### config.mk
export PLATFORM = sky130hd
export DESIGN_NAME = fpu_share_arbiter
export DESIGN_NICKNAME = d
export VERILOG_FILES = /design/src/rtl/fpu_share_arbiter.sv
export SDC_FILE = /design/constraint.sdc
export NUM_CORES = 1
export LEC_CHECK = 0
export CORE_UTILIZATION = 30
export DETAILED_ROUTE_END_ITERATION = 12
export GPL_TIMING_DRIVEN = 0
export HOLD_SLACK_MARGIN = 0.08
export PLACE_DENSITY = 0.66
export SYNTH_ARGS = -nofsm -noshare
export SYNTH_HDL_FRONTEND = slang
export SYNTH_SLANG_ARGS = --single-unit
### constraint.sdc
create_clock -name clkIn -period 12.59 [get_ports clkIn]
set_clock_uncertainty 0.1 [all_clocks]
set_input_delay 1.8885 -clock clkIn [delete_from_list [all_inputs] [get_ports clkIn]]
set_output_delay 1.8885 -clock clkIn [all_outputs]
set_load 0.05 [all_outputs]
### src/rtl/fpu_share_arbiter.sv
// fpu_share_arbiter: round-robin sharing of one multi-cycle FPU core between two requesters,
// with per-requester response registers and a sticky watchdog abort.
module fpu_share_arbiter #(
    parameter int DATA_WIDTH = 32,
    parameter int OP_WIDTH = 2,
    parameter int TIMEOUT = 255,
    parameter logic [DATA_WIDTH-1:0] NAN_VALUE = 'h7FC00000
) (
    input  logic                  clkIn,
    input  logic                  rstIn,
    input  logic                  req0ValidIn,
    output logic                  req0ReadyOut,
    input  logic [OP_WIDTH-1:0]   req0OpIn,
    input  logic [DATA_WIDTH-1:0] req0AIn,
    input  logic [DATA_WIDTH-1:0] req0BIn,
    output logic                  rsp0ValidOut,
    input  logic                  rsp0ReadyIn,
    output logic [DATA_WIDTH-1:0] rsp0DataOut,
    input  logic                  req1ValidIn,
    output logic                  req1ReadyOut,
    input  logic [OP_WIDTH-1:0]   req1OpIn,
    input  logic [DATA_WIDTH-1:0] req1AIn,
    input  logic [DATA_WIDTH-1:0] req1BIn,
    output logic                  rsp1ValidOut,
    input  logic                  rsp1ReadyIn,
    output logic [DATA_WIDTH-1:0] rsp1DataOut,
    output logic                  fpuStartOut,
    output logic [OP_WIDTH-1:0]   fpuOpOut,
    output logic [DATA_WIDTH-1:0] fpuAOut,
    output logic [DATA_WIDTH-1:0] fpuBOut,
    input  logic                  fpuDoneIn,
    input  logic [DATA_WIDTH-1:0] fpuDataIn,
    output logic                  errOut
);
    localparam int CW = $clog2(TIMEOUT + 1);
    localparam logic [OP_WIDTH-1:0] OP_RSVD = OP_WIDTH'(3);
    typedef enum logic [1:0] {IDLE, ISSUE, WAIT, RESP} state_t;
    state_t state_q, state_d;
    logic owner_q, owner_d, last_q, last_d, err_q, err_d, grant1, idle, load;
    logic [OP_WIDTH-1:0] op_q, op_d;
    logic [DATA_WIDTH-1:0] a_q, a_d, b_q, b_d, rsp0_q, rsp0_d, rsp1_q, rsp1_d, load_val;
    logic [CW-1:0] cnt_q, cnt_d;
    // Ready is gated by reset so nothing can look accepted while the block is held in reset.
    assign idle = (state_q == IDLE) && !rstIn;
    assign grant1 = req1ValidIn && (!req0ValidIn || !last_q);
    assign req0ReadyOut = idle && req0ValidIn && !grant1;
    assign req1ReadyOut = idle && grant1;
    assign rsp0ValidOut = (state_q == RESP) && !owner_q;
    assign rsp1ValidOut = (state_q == RESP) && owner_q;
    assign rsp0DataOut = rsp0_q;
    assign rsp1DataOut = rsp1_q;
    assign fpuStartOut = state_q == ISSUE;
    assign fpuOpOut = op_q;
    assign fpuAOut = a_q;
    assign fpuBOut = b_q;
    assign errOut = err_q;
    always_comb begin
        state_d = state_q;
        owner_d = owner_q;
        last_d = last_q;
        err_d = err_q;
        op_d = op_q;
        a_d = a_q;
        b_d = b_q;
        cnt_d = cnt_q;
        rsp0_d = rsp0_q;
        rsp1_d = rsp1_q;
        load = 1'b0;
        load_val = NAN_VALUE;
        case (state_q)
            IDLE: if (req0ReadyOut || req1ReadyOut) begin
                owner_d = req1ReadyOut;
                op_d = req1ReadyOut ? req1OpIn : req0OpIn;
                a_d = req1ReadyOut ? req1AIn : req0AIn;
                b_d = req1ReadyOut ? req1BIn : req0BIn;
                load = op_d == OP_RSVD;
                state_d = (op_d == OP_RSVD) ? RESP : ISSUE;
            end
            ISSUE: begin
                cnt_d = '0;
                state_d = WAIT;
            end
            WAIT: if (fpuDoneIn) begin
                load = 1'b1;
                load_val = fpuDataIn;
                state_d = RESP;
            end else if (cnt_q == CW'(TIMEOUT - 1)) begin
                load = 1'b1;
                err_d = 1'b1;
                state_d = RESP;
            end else begin
                cnt_d = cnt_q + CW'(1);
            end
            RESP: if (owner_q ? rsp1ReadyIn : rsp0ReadyIn) begin
                last_d = owner_q;
                state_d = IDLE;
            end
        endcase
        // Only the owner's result register moves; the other requester keeps its last result.
        if (load) begin
            if (owner_d) rsp1_d = load_val;
            else rsp0_d = load_val;
        end
    end
    always_ff @(posedge clkIn or posedge rstIn) begin
        if (rstIn) begin
            state_q <= IDLE;
            owner_q <= 1'b0;
            last_q <= 1'b1;
            err_q <= 1'b0;
            op_q <= '0;
            a_q <= '0;
            b_q <= '0;
            cnt_q <= '0;
            rsp0_q <= '0;
            rsp1_q <= '0;
        end else begin
            state_q <= state_d;
            owner_q <= owner_d;
            last_q <= last_d;
            err_q <= err_d;
            op_q <= op_d;
            a_q <= a_d;
            b_q <= b_d;
            cnt_q <= cnt_d;
            rsp0_q <= rsp0_d;
            rsp1_q <= rsp1_d;
        end
    end
endmodule

==> qor.yml <==
status: "finished, final reports clean"
async_flop_share: 1.00
synth_top_family_by_area: "compound AO/OA/AOI/OAI gates"
cp-end-kind: "primary output"
vdd_drop_max_uv: 131
drv_cap: 0
grt_setup_unrepaired: "no"
final_area_sq_mm: 0.0104
io_pins: 307
synthTopCellsByArea: "dfrtp_1 (55%), a222oi_1 (9.9%), mux2i_1 (5.7%)"
reg2reg_from: "state_q[0]$_DFFE_PP0P_"
cp.arrival_ps: 4270
synth_seq_cells: 143
grt_usage: 0.209
coreArea_sq_mm: 0.0210
dieHeight_um: 149
synth_edf_count: 0
io_buffers: 306
grt_pass1_wl_mm: 35.1
synth_cell_types: 49
synth-simple-area-share: 0.0920
drv_slew: 0
max_slew_margin: 0.579
antenna_found_initial: 3
hold_start: "errOut$_DFFE_PP0P_"
path_cells: "clkdlybuf4s50_1, nand3b_1, nor2_1, clkbuf_1, clkdlybuf4s50_1"
fin_hold_ws_ps: 380
overflow: 0
tightest_slew_ps: 630
crit_family: "buffers and inverters"
finalSetupViolCount: 0
cts_resized: 0
via_count: 5957
critPathRequiredTime_ps: 10600
final_nets: 1080
path_common_cell: "clkdlybuf4s50_1"
grt_pass1_vias: 6081
syn_area_per_cell_sq_um: 11.2
post_cts.repair.setup_buffers: 0
synth-xor-area-share: 0
clock_path_buffers: 2
fin_crit_sh: 0.497
cp-start-kind: "input port"
ant_nets: 0
drive_gt1_frac: 0.0722
yosysWarnings: 0
netlist_instances: 576
critPathMaxFanout: 10
cts-root-buf: "clkbuf_16"
numCtsBuffers: 17
hold_depth: 1
power.leakage_nw: 4.90
hp-class: "reg -> reg"
yosysTopAreaCell: "dfrtp_1"
ys_top_cells_by_count: "dfrtp_1 (142), inv_1 (70), a222oi_1 (64)"
gp_congestion: 0.888
hold_viol: 0
row_count: 53
synth_nets: 754
crit_path_max_incr_delay_ps: 890
die_area_sq_mm: 0.0221
postPlaceCellArea_sq_mm: 0.00989
critical_path_class: "in -> out"
first_pass_iters: 9
clk_pin_slew_ps: 60
powerDensity_mw_per_mm2: 275
cts_tree: "yes"
reg2reg_setup_slack_ps: 10240
worstHoldEndpoint: "errOut$_DFFE_PP0P_"
drtIter0Drc: 433
ys_seq_area_frac: 0.555
clk-insertion-delay-late_ps: 410
yosysMostFrequentCell: "dfrtp_1"
area_growth_pct: 62.1
crit-reg2reg-capture: "rsp1DataOut[4]$_DFFE_PP0P_"
synth_fa_ha_area_frac: 0.0136
cp_num_buf_inv: 3
slowest_stage: "clkdlybuf4s50_1"
setup_tns_ps: 0
cts_max_level: 4
fillers: 1959
synth_top_area_frac: 0.551
viasPerCell: 4.99
grt_max_degree: 83
fmax_mhz: 160
numClockSinks: 143
initial_core_util: 0.307
wirelength_mm: 23.1
wl_per_cell_um: 19.4
reg2reg_depth: 7
synth_flop_cell: "dfrtp_1"
drcViolationCount: 0
ctsHoldBuffers: 0
synth-compound-area-share: 0.201
die_x_um: 149
dpl.hpwl_mm: 16.9
muxShareOfSynthArea: 0.0592
period_minus_slack_ps: 6260
netlist_area_sq_mm: 0.00645
## power breakdown
group	internal [mW]	switching [mW]	total, mW
registers	0.645	0.118	0.764
clock network	0.272	0.205	0.477
logic	0.582	1.05	1.63
## stage by stage
stage / setup slack (ps) / cells / power, mW / utilization
finish: 6330 / 1193 / 2.87 / 0.497
global placement: 4390 / 1157 / 2.38 / 0.469
CTS: 6290 / 1189 / 2.89 / 0.496
floorplan: 6770 / 576 / 1.83 / -
global route: 6200 / 1191 / 3.02 / 0.497
detailed placement: 6290 / 1158 / 2.40 / 0.470
## metal layers
metal	vias to the layer above	global-route usage	part of all wire	wire length, um
met2	253	0.352	0.49	11300
li1	2795	-	-	-
met4	0	0.0644	0.016	369
met3	19	0.0675	0.091	2110
met5	-	0	0	0
met1	2890	0.252	0.40	9340
## placed cells by master (no fill, tap or decap), types with 18 or more instances in the layout
master	instances
mux2i_1	37
a22o_1	23
inv_1	69
clkdlybuf4s50_1	306
clkbuf_1	19
a222oi_1	64
and3_1	25
buf_2	18
nand2_1	37
o21ai_1	23
dfrtp_1	142
## logic make-up after synthesis
kind of cell    count (synthesis)
compound gates                157
buf+inv                       115
fa+ha+maj                       7
simple gates                  116
mux                            38
flops                         143
## worst max-delay path by stage
stage / start / to / slack (ps) / cells after the start
after CTS: rstIn / req1ReadyOut / 6290 / 5
after detailed placement: rstIn / req1ReadyOut / 6290 / 5
after floorplan: rstIn / cnt_q[0]$_DFFE_PP0P_ / 6770 / 1
after global routing: rstIn / req1ReadyOut / 6200 / 5
final: rstIn / req1ReadyOut / 6330 / 5
after global placement: rstIn / fpuAOut[12]$_DFFE_PP0P_ / 4390 / 2
## area by class of cell
type,count,area (sq um),area share
flip-flops and latches,143,3580,0.343
multi-input cells,318,2360,0.226
clock buffers,19,433,0.0414
plain buffers,44,241,0.0231
diodes,4,10.0,0.000958
repair buffers,307,3090,0.296
well taps,275,344,0.0329
inverters,71,272,0.0260
clock inverters,12,118,0.0113
## flip-flops by register name, summed over array words and instances (netlist names)
| register | count |
|---|---|
| owner_q | 1 |
| rsp0DataOut | 32 |
| fpuAOut | 32 |
| cnt_q | 8 |
| errOut | 1 |
| last_q | 1 |
| state_q | 2 |
| fpuOpOut | 2 |
| rsp1DataOut | 32 |
| fpuBOut | 32 |
No activity file was read; power rests on OpenSTA's default activity.
